--- src/rtl/video_frame_monitor_pkg.sv ---
// Shared types, widths and the CRC-16-CCITT step function used by the video frame monitor.
// Latency: n/a (declarations only).
// Backpressure: n/a.
package video_mon_pkg;

   typedef enum logic [0:0] {
      WAIT_VS = 1'b0,
      ACTIVE  = 1'b1
   } mon_state_t;

   localparam int COORD_W = 12;
   localparam int CRC_W   = 16;

   localparam logic [CRC_W-1:0] CRC_POLY = 16'h1021;
   localparam logic [CRC_W-1:0] CRC_INIT = 16'hFFFF;

   typedef logic [COORD_W-1:0] coord_t;

   // One pixel's worth of CRC: 12 data bits, MSB first, non-reflected.
   function automatic logic [CRC_W-1:0] crc16_upd12(input logic [CRC_W-1:0] crc,
                                                    input logic [11:0]      data12);
      logic [CRC_W-1:0] c;
      c = crc;
      for (int i = 11; i >= 0; i--) begin
         if (c[CRC_W-1] ^ data12[i])
            c = (c << 1) ^ CRC_POLY;
         else
            c = c << 1;
      end
      return c;
   endfunction

endpackage

--- src/rtl/video_frame_monitor_if.sv ---
// Display timing + pixel bus as seen by the frame monitor.
// Latency: n/a (wiring only).
// Backpressure: none; the video stream cannot be stalled.
// Ports: h_sync, v_sync, disp_enbl, red/green/blue (4 bits each).
//   master: the timing generator / pixel source; slave: the monitor.
interface video_frame_monitor_if;
   logic       h_sync;
   logic       v_sync;
   logic       disp_enbl;
   logic [3:0] red;
   logic [3:0] green;
   logic [3:0] blue;

   modport master (output h_sync, v_sync, disp_enbl, red, green, blue);
   modport slave  (input  h_sync, v_sync, disp_enbl, red, green, blue);
endinterface

--- src/rtl/video_frame_monitor_crc16_pixel.sv ---
// Per-frame CRC-16-CCITT accumulator over 12-bit {red,green,blue} pixels.
// Latency: crc reflects a pixel on the cycle after en; init takes priority over en.
// Backpressure: none. Only compiled when FRAME_CRC_EN is defined.
// Ports: clk, rst (sync, active-high), init (reload CRC_INIT), en (fold data12), data12, crc.
`ifdef FRAME_CRC_EN
module crc16_pixel
   import video_mon_pkg::*;
(
   input  logic             clk,
   input  logic             rst,
   input  logic             init,
   input  logic             en,
   input  logic [11:0]      data12,
   output logic [CRC_W-1:0] crc
);

   always_ff @(posedge clk) begin
      if (rst || init)
         crc <= CRC_INIT;
      else if (en)
         crc <= crc16_upd12(crc, data12);
   end

endmodule
`endif

--- src/rtl/video_frame_monitor.sv ---
// Recovers active-area pixel coordinates from sync/enable timing and measures every frame.
// Latency: rx_* one cycle after the pixel; frame results and frame_done one cycle after the closing v_sync edge.
// Backpressure: none; the monitor observes the stream and never stalls it.
// Ports: pixel_clk, sim_rst (sync, active-high), vid (slave side of the video bus),
//   rx_sx/rx_sy/rx_de (recovered pixel coordinates), frame_done (1-cycle pulse),
//   frame_width/frame_height/frame_crc/frame_cnt/timing_err (held results of the last completed frame).
// Build option: define FRAME_CRC_EN to compute frame_crc; otherwise frame_crc is constant zero.
module video_frame_monitor
   import video_mon_pkg::*;
#(
   parameter int   H_ACTIVE = 800,
   parameter int   V_ACTIVE = 600,
   parameter logic SYNC_POL = 1'b1
)(
   input  logic                  pixel_clk,
   input  logic                  sim_rst,
   video_frame_monitor_if.slave  vid,
   output coord_t                rx_sx,
   output coord_t                rx_sy,
   output logic                  rx_de,
   output logic                  frame_done,
   output coord_t                frame_width,
   output coord_t                frame_height,
   output logic [CRC_W-1:0]      frame_crc,
   output logic [15:0]           frame_cnt,
   output logic                  timing_err
);

   localparam coord_t SAT   = '1;
   localparam coord_t H_EXP = coord_t'(H_ACTIVE);
   localparam coord_t V_EXP = coord_t'(V_ACTIVE);

   mon_state_t       state, state_nxt;
   logic             vs_prev, in_line, err;
   coord_t           x_cnt, y_cnt, line_len;
   logic [CRC_W-1:0] crc_acc;

   logic   vs_act, hs_act, vs_edge, active, close, pix_ok, line_end;
   logic   first_line, len_bad, x_sat, y_sat, err_now;
   coord_t x_nxt, y_nxt, len_eff, height_eff;

   always_comb begin
      state_nxt  = state;
      vs_act     = (vid.v_sync == SYNC_POL);
      hs_act     = (vid.h_sync == SYNC_POL);
      vs_edge    = vs_act && (vs_prev != SYNC_POL);
      active     = (state == ACTIVE);
      close      = active && vs_edge;
      // Pixels inside vertical sync are never counted, only flagged.
      pix_ok     = active && vid.disp_enbl && !vs_act;
      // A line ends on falling disp_enbl; a line still open at the frame edge is closed here too.
      line_end   = active && in_line && (!vid.disp_enbl || vs_edge);
      first_line = (y_cnt == '0);
      len_bad    = line_end && !first_line && (x_cnt != line_len);
      x_sat      = pix_ok && (x_cnt == SAT);
      y_sat      = line_end && (y_cnt == SAT);
      err_now    = active && ((vid.disp_enbl && vs_act) ||
                              (vid.disp_enbl && hs_act) ||
                              len_bad || x_sat || y_sat);
      x_nxt      = x_sat ? x_cnt : x_cnt + coord_t'(1);
      y_nxt      = y_sat ? y_cnt : y_cnt + coord_t'(1);
      // Results at frame close must include a line that finishes on this very cycle.
      len_eff    = (line_end && first_line) ? x_cnt : line_len;
      height_eff = line_end ? y_nxt : y_cnt;
      if (vs_edge)
         state_nxt = ACTIVE;
   end

   always_ff @(posedge pixel_clk) begin
      if (sim_rst)
         state <= WAIT_VS;
      else
         state <= state_nxt;
   end

   always_ff @(posedge pixel_clk) begin
      if (sim_rst) begin
         vs_prev      <= !SYNC_POL;
         in_line      <= 1'b0;
         err          <= 1'b0;
         x_cnt        <= '0;
         y_cnt        <= '0;
         line_len     <= '0;
         rx_sx        <= '0;
         rx_sy        <= '0;
         rx_de        <= 1'b0;
         frame_done   <= 1'b0;
         frame_width  <= '0;
         frame_height <= '0;
         frame_crc    <= '0;
         frame_cnt    <= '0;
         timing_err   <= 1'b0;
      end else begin
         vs_prev    <= vid.v_sync;
         frame_done <= close;
         rx_de      <= pix_ok;
         if (pix_ok) begin
            rx_sx <= x_cnt;
            rx_sy <= y_cnt;
         end

         if (vs_edge) begin
            in_line  <= 1'b0;
            err      <= 1'b0;
            x_cnt    <= '0;
            y_cnt    <= '0;
            line_len <= '0;
         end else if (active) begin
            if (err_now)
               err <= 1'b1;
            if (line_end) begin
               x_cnt   <= '0;
               y_cnt   <= y_nxt;
               in_line <= 1'b0;
               if (first_line)
                  line_len <= x_cnt;
            end else if (pix_ok) begin
               x_cnt   <= x_nxt;
               in_line <= 1'b1;
            end
         end

         if (close) begin
            frame_width  <= len_eff;
            frame_height <= height_eff;
            frame_crc    <= crc_acc;
            frame_cnt    <= frame_cnt + 16'd1;
            timing_err   <= err | err_now | (len_eff != H_EXP) | (height_eff != V_EXP);
         end
      end
   end

`ifdef FRAME_CRC_EN
   crc16_pixel u_crc (
      .clk    (pixel_clk),
      .rst    (sim_rst),
      .init   (vs_edge),
      .en     (pix_ok),
      .data12 ({vid.red, vid.green, vid.blue}),
      .crc    (crc_acc)
   );
`else
   logic unused_rgb;
   assign crc_acc    = '0;
   assign unused_rgb = ^{vid.red, vid.green, vid.blue};
`endif

endmodule

--- src/flat_wrapper.sv ---
// flat-port wrapper written by rule: the top's interface ports become plain ports
module video_frame_monitor_flat import video_mon_pkg::*;
#(
   parameter int   H_ACTIVE = 800,
   parameter int   V_ACTIVE = 600,
   parameter logic SYNC_POL = 1'b1
)
  (pixel_clk, sim_rst, rx_sx, rx_sy, rx_de, frame_done, frame_width, frame_height, frame_crc, frame_cnt, timing_err, vid_h_sync, vid_v_sync, vid_disp_enbl, vid_red, vid_green, vid_blue);
  video_frame_monitor_if vid_i ();
  input  logic pixel_clk;
  input  logic sim_rst;
  output coord_t rx_sx;
  output coord_t rx_sy;
  output logic rx_de;
  output logic frame_done;
  output coord_t frame_width;
  output coord_t frame_height;
  output logic [CRC_W-1:0] frame_crc;
  output logic [15:0] frame_cnt;
  output logic timing_err;
  input wire logic [$bits(vid_i.h_sync)-1:0] vid_h_sync;
  input wire logic [$bits(vid_i.v_sync)-1:0] vid_v_sync;
  input wire logic [$bits(vid_i.disp_enbl)-1:0] vid_disp_enbl;
  input wire logic [$bits(vid_i.red)-1:0] vid_red;
  input wire logic [$bits(vid_i.green)-1:0] vid_green;
  input wire logic [$bits(vid_i.blue)-1:0] vid_blue;
  assign vid_i.h_sync = vid_h_sync;
  assign vid_i.v_sync = vid_v_sync;
  assign vid_i.disp_enbl = vid_disp_enbl;
  assign vid_i.red = vid_red;
  assign vid_i.green = vid_green;
  assign vid_i.blue = vid_blue;
  video_frame_monitor #(.H_ACTIVE(H_ACTIVE), .V_ACTIVE(V_ACTIVE), .SYNC_POL(SYNC_POL)) u_core (.pixel_clk(pixel_clk), .sim_rst(sim_rst), .vid(vid_i), .rx_sx(rx_sx), .rx_sy(rx_sy), .rx_de(rx_de), .frame_done(frame_done), .frame_width(frame_width), .frame_height(frame_height), .frame_crc(frame_crc), .frame_cnt(frame_cnt), .timing_err(timing_err));
endmodule
--- config.mk ---
export PLATFORM = sky130hd
export DESIGN_NAME = video_frame_monitor_flat
export DESIGN_NICKNAME = d
export VERILOG_FILES = /design/src/rtl/video_frame_monitor_pkg.sv /design/src/rtl/video_frame_monitor_if.sv /design/src/rtl/video_frame_monitor_crc16_pixel.sv /design/src/rtl/video_frame_monitor.sv /design/src/flat_wrapper.sv
export SDC_FILE = /design/constraint.sdc
export NUM_CORES = 1
export LEC_CHECK = 0
export BUFFER_PORTS_ARGS = -buffer_cell sky130_fd_sc_hd__buf_4
export CELL_PAD_IN_SITES_DETAIL_PLACEMENT = 0
export CELL_PAD_IN_SITES_GLOBAL_PLACEMENT = 2
export CORE_ASPECT_RATIO = 1.2
export CORE_MARGIN = 3
export CORE_UTILIZATION = 29
export DETAILED_ROUTE_END_ITERATION = 8
export PLACE_DENSITY_LB_ADDON = 0.1
export SLEW_MARGIN = 20
export SYNTH_ARGS = -nofsm -noshare
export SYNTH_HDL_FRONTEND = slang
export SYNTH_SLANG_ARGS = --single-unit
--- constraint.sdc ---
create_clock -name pixel_clk -period 2.16 [get_ports pixel_clk]
set_clock_uncertainty 0.2 [all_clocks]
set_input_delay 0.324 -clock pixel_clk [delete_from_list [all_inputs] [get_ports pixel_clk]]
set_output_delay 0.324 -clock pixel_clk [all_outputs]
set_load 0.02 [all_outputs]
### Word level (Yosys, flattened, before mapping)

Cells that the tools add are included.

* multiply operators: 0
* bitwise gates (word level): 4
* order comparisons: 0
* add/sub/neg operators: 3
* mux-type cells: 8
* shifts and indexed selects: 0
* equality and inequality tests: 6
* reduce and logical (&&, ||, !) cells: 29
* divide/modulo/power cells: 0

Operators by type and width (number)
* $mux 12: 6
* $add 12x1->12 const B: 2
* $eq 12x12->1 const B: 2
* $ne 12x10->1 const B: 2
* $add 16x1->16 const B: 1
* $logic_and 1x1->1: 14
* $logic_not 12->1: 1
* $ne 12x12->1: 1
* $reduce_and 3->1: 2
* $logic_or 1x1->1: 5
* $reduce_and 2->1: 2
* $logic_not 1->1: 3
* $or 1x1->1: 3
* $mux 1: 2
* $ne 2x1->1 const B: 1
* $reduce_bool 2->1: 1
* $reduce_or 2->1: 1
* $not 1->1: 1

* memories kept: 0
* word-level logic and storage cells: 65
* register bits after elaboration: 107
* input bits: 17
* bits in writable memories: 0
* output and inout port bits: 83
* bits in latches: 0
* bits in read-only memories: 0

### Logic depth before layout (Yosys ltp)

* depth in word-level cells: 13
* gate-level depth with buffers: 8
* mapped depth without buffers: 8

### Worst setup path before layout

No wires, ideal clock.

* kind: register to register
* from: register u_core.y_cnt[0]
* to: register u_core.timing_err
* setup time: 120 ps
* slack: -95 ps
* required time: 1840 ps
* arrival time: 1936 ps
* period minus slack after synthesis: 2255 ps
* cell stages (with the launch flop): 8
* buffers on the path: 0
* cells stage by stage: dfxtp_1 -> ha_1 -> nand3_4 -> or4_4 -> nand4_2 -> xor2_2 -> nand4_1 -> o31a_1

* word-level cells in the longest chain between the ends: 11
* elaborated cells on any way between the ends: 20
* classes of those cells: add/sub (1); eq/ne (3); mux (3); bitwise (3); reduce/logical (10)

Ends and longest elaborated chain
* start: declaration: RTL line video_frame_monitor.sv:35 `coord_t x_cnt, y_cnt, line_len;`
* start signal: assignment: RTL line video_frame_monitor.sv:113 `y_cnt <= y_nxt;`
* parallel branches: the longest is 10 deep, another holds $add 12x1->12
* $or 1x1->1 (*): RTL line video_frame_monitor.sv:128 `timing_err <= err | err_now | (len_eff != H_EXP) | (height_eff != V_EXP);`
* end signal: assignment: RTL line video_frame_monitor.sv:128
* end: declaration: RTL line video_frame_monitor.sv:26 `output logic timing_err`

Mark *: on every way between the ends.
A chain may end at the register's enable or synchronous reset.

### Final worst setup path

* from: register u_core.y_cnt[9]
* to: register u_core.timing_err

The elaborated chain is that of the path after synthesis.

==> load_flow_metrics.sql <==
INSERT INTO impl_metrics (metric_group, metric, value, unit) VALUES
('synth', 'share_of_synthesized_flip_flops_with_an_asynchronous_set_or_reset', '0', '%'),
('detailed_routing', 'num_vias', '3917', ''),
('flow_run', 'maxCapViolations', '0', ''),
('clock_network', 'cts_root_buf', 'clkbuf_16', ''),
('worst_setup_path', 'setup.worst_path.class', 'reg2reg', ''),
('floorplan', 'floorplan.die_area', '17700', 'um2'),
('sta', 'fmaxAchievable', '456', 'MHz'),
('synth', 'synth_seq_area_share', '45.8', '%'),
('detailed_routing', 'drt-total-wl', '12.6', 'mm'),
('placement', 'dp_hpwl', '9.35', 'mm'),
('synth', 'dominantRegCellSynth', 'dfxtp_1', ''),
('synth', 'cell_area_synth', '4670', 'um2'),
('sta', 'timing.slew.headroom', '60.3', '%'),
('synth', 'netlist_instances', '539', ''),
('detailed_routing', 'drcViolationCount', '0', ''),
('sta', 'rsz0062_at_grt', 'true', ''),
('worst_setup_path', 'worstSetupStartpointType', 'register', ''),
('floorplan', 'die_height', '145', 'um'),
('floorplan', 'boundaryPins', '100', ''),
('run_status', 'status', 'complete, but fails checks', ''),
('synth', 'netlist.top_cell.by_area', 'dfxtp_1', ''),
('sta', 'final_hold_viol_count', '0', ''),
('clock_network', 'clock_tree.htree_level_count', '3', ''),
('clock_network', 'number_of_clock_buffers_inserted_by_tritoncts', '9', ''),
('sta', 'setup_viol', '1', ''),
('detailed_routing', 'first_pass_iters', '4', ''),
('cells_and_area', 'ant_cells', '0', ''),
('synth', 'edff_count_synth', '0', ''),
('detailed_routing', 'ant_nets', '0', ''),
('synth', 'synthDominantCellAreaShare', '45.8', '%'),
('min_path', 'type_of_the_tightest_min_delay_check', 'in2reg', ''),
('pwr', 'p_leak', '2.52', 'nW'),
('synth', 'number_of_different_library_cells_in_the_post_synthesis_netlist', '53', ''),
('pwr', 'power.share.sequential', '52.0', '%'),
('synth', 'yosys_register_bits', '107', ''),
('clock_network', 'clk_transition_reported_paths', '0.07', 'ns'),
('global_routing', 'grt_antenna_before_repair', '0', ''),
('sta', 'hold_ws', '0.129', 'ns'),
('detailed_routing', 'routedWlPerCell', '14.4', 'um'),
('sta', 'postLayoutSetupSlackWorst', '-0.0334', 'ns'),
('run_status', 'violations', 'negative setup slack', ''),
('cells_and_area', 'drive_above_1_share', '32.5', '%'),
('global_routing', 'pin_count_of_the_biggest_net_entering_global_routing', '26', ''),
('global_routing', 'global_route.usage.total', '14.5', '%'),
('detailed_routing', 'routed_via_density', '4.47', ''),
('placement', 'io_buffer_count', '71', ''),
('global_routing', 'first_global_vias', '3879', ''),
('sta', 'setup_total_negative_slack', '-0.0334', 'ns'),
('cells_and_area', 'finish.cell_count_without_fillers', '876', ''),
('pwr', 'power.switching', '0.917', 'mW'),
('sta', 'min_period', '2.19', 'ns'),
('worst_setup_path', 'crit_path_max_fanout', '4', ''),
('synth', 'yosys_warnings', '0', ''),
('cells_and_area', 'fillCellCount', '1610', ''),
('pwr', 'comb_power_share', '6.7', '%'),
('synth', 'ys_top_cells_by_area', 'dfxtp_1, nor2_1, xor2_1', ''),
('floorplan', 'floorplan.rows', '50', ''),
('pwr', 'pwr_density_cell', '615', 'nW/um2'),
('global_routing', 'wire_length_of_the_first_global_routing_pass', '20.3', 'mm'),
('placement', 'dp_slack', '-0.152', 'ns'),
('global_routing', 'grt.overflow.total', '0', ''),
('pwr', 'peakVddDrop', '0.353', 'mV'),
('synth', 'post_synth.cell_area_avg', '8.67', 'um2'),
('cells_and_area', 'area_growth_syn_to_layout', '34.9', '%'),
('worst_setup_path', 'worst_ep_required_time', '2.20', 'ns'),
('sta', 'worst_pin_slew', '0.595', 'ns'),
('clock_network', 'clk-insertion-delay-late', '0.35', 'ns'),
('detailed_routing', 'drt_first_iter_violations', '167', ''),
('cells_and_area', 'layout.core_utilization', '40.1', '%'),
('placement', 'globalplace.congestion', '0.804', ''),
('clock_network', 'cts.sink_count', '107', ''),
('clock_network', 'tritoncts', 'yes', ''),
('pwr', 'swShare', '23.6', '%'),
('floorplan', 'initial_core_util', '29.8', '%'),
('placement', 'dp.cells', '855', ''),
('pwr', 'power.clock.fraction', '41.2', '%'),
('sta', 'period_share', '102', '%'),
('sta', 'report.final.slew_viol_count', '0', ''),
('floorplan', 'chipWidth', '122', 'um'),
('clock_network', 'cts_max_path_buffers', '2', ''),
('worst_setup_path', 'crit_path_end_kind', 'register', ''),
('floorplan', 'core_area', '15700', 'um2'),
('worst_setup_path', 'cp_data_arrival_time', '2.23', 'ns'),
('cells_and_area', 'num-nets-final', '684', ''),
('pwr', 'p_int', '2.96', 'mW');
## worst max-delay path, stage by stage, from the launching register on
cell and delay [ns]:
dfxtp_1 0.42, nand2_1 0.13, or4_4 0.57, nand3_2 0.12, mux2i_2 0.26, nand3b_1 0.10, o31a_1 0.27
## power groups by stage
| stage | sequential [mW] | clock (mW) | combinational, mW |
|---|---|---|---|
| after floorplan | 2.10 | 0 | 0.153 |
| after global placement | 2.07 | 0 | 0.254 |
| after detailed placement | 2.07 | 0 | 0.255 |
| after CTS | 2.02 | 1.67 | 0.257 |
| after global routing | 2.02 | 1.76 | 0.286 |
| final | 2.02 | 1.60 | 0.260 |
## per-layer routing
metal	share of wire (%)	GRT usage [%]	vias to the layer above
met2	46	23.1	71
met3	4.8	3.66	9
li1	-	-	2032
met5	0	0	-
met4	1.4	4.65	0
met1	47	19.2	1805
## sequential cells by signal (all words and copies together), names as in the netlist, 12 cells and up
name                 flops
u_core.frame_cnt        16
u_core.frame_height     12
u_core.frame_width      12
u_core.line_len         12
u_core.rx_sx            12
u_core.rx_sy            12
u_core.x_cnt            12
u_core.y_cnt            12
## layout make-up
type	instances	area (um2)	area share (%)
clock buffers	12	267	4.23
clock inverters	4	23.8	0.377
inverters	7	26.3	0.417
multi-input cells	386	2410	38.2
flip-flops and latches	107	2170	34.4
well taps	208	260	4.13
repair buffers	152	1150	18.2
## synth_stat cells (2+ instances only)
cell,n
dfxtp_1,107
nor2_1,90
nand2_1,68
a21oi_1,33
xor2_1,31
clkbuf_1,28
a211oi_1,24
buf_4,18
mux2i_1,15
nand3_1,14
xnor2_1,14
nand4_1,11
nor4_1,10
inv_1,7
o21ai_0,5
buf_2,4
ha_1,4
nor3_1,4
or3_1,4
and3_1,3
buf_6,3
nor4b_1,3
a21o_1,2
a21oi_2,2
and2_1,2
and4_1,2
nand2b_1,2
nand3b_1,2
o2111ai_1,2
or2_2,2
## placed cells by master, fill, tap and decap left out, types with 2 or more instances in the layout
master       n
a211oi_1    24
a21o_1       2
a21oi_1     33
a21oi_4      2
and2_1       2
and3_1       3
and4_1       2
buf_4      148
buf_6        3
clkbuf_16    9
clkbuf_8     3
clkinv_2     3
conb_1      16
dfxtp_1     93
dfxtp_2     10
dfxtp_4      4
ha_1         2
ha_4         2
inv_1        5
inv_2        2
mux2i_1     12
mux2i_2      3
nand2_1     68
nand2b_1     2
nand3_1     11
nand3_2      3
nand3b_1     2
nand4_1     11
nor2_1      88
nor2_4       2
nor3_1       4
nor4_1       9
nor4b_2      2
o2111ai_1    2
o21ai_0      5
or2_2        2
or3_1        4
or4_4        2
xnor2_1     14
xor2_1      30
## timing repair
action,CTS,global route
pin swaps,5,9
gates resized for setup,14,31
hold buffers,0,0
setup endpoints to repair,19,35
buffers inserted,2,3
## worst paths after layout
kind | depth (start not counted) | slack [ns] | from | endpoint
worst max-delay path | 6 | -0.03 | u_core.y_cnt[9]$_SDFFE_PP0P_ | u_core.timing_err$_SDFFE_PP0P_
worst min-delay path | 2 | 0.13 | sim_rst | u_core.frame_done$_SDFF_PP0_
worst max register to register | 6 | -0.03 | u_core.y_cnt[9]$_SDFFE_PP0P_ | u_core.timing_err$_SDFFE_PP0P_
worst min register to register | 2 | 0.25 | u_core.rx_sy[9]$_SDFFE_PP0P_ | u_core.rx_sy[9]$_SDFFE_PP0P_
## through the flow
stage	instance area, um2	power [mW]
global route	6300	4.07
global placement	5800	2.32
CTS	6180	3.95
finish	6300	3.88
floorplan	4740	2.25
detailed placement	5800	2.32
## kinds of logic after synthesis
| group | after synthesis | share of synthesized area [%] |
|---|---|---|
| other | 1 | 0.0803 |
| AO/OA/AOI/OAI | 72 | 9.72 |
| adder cells (fa/ha/maj) | 4 | 1.07 |
| multiplexers | 15 | 3.21 |
| AND/OR/NAND/NOR | 233 | 24.1 |
| flip-flops | 107 | 45.8 |
| buffers and inverters | 61 | 7.15 |
| XOR/XNOR | 46 | 8.78 |
(Power assumes the default switching activity.)
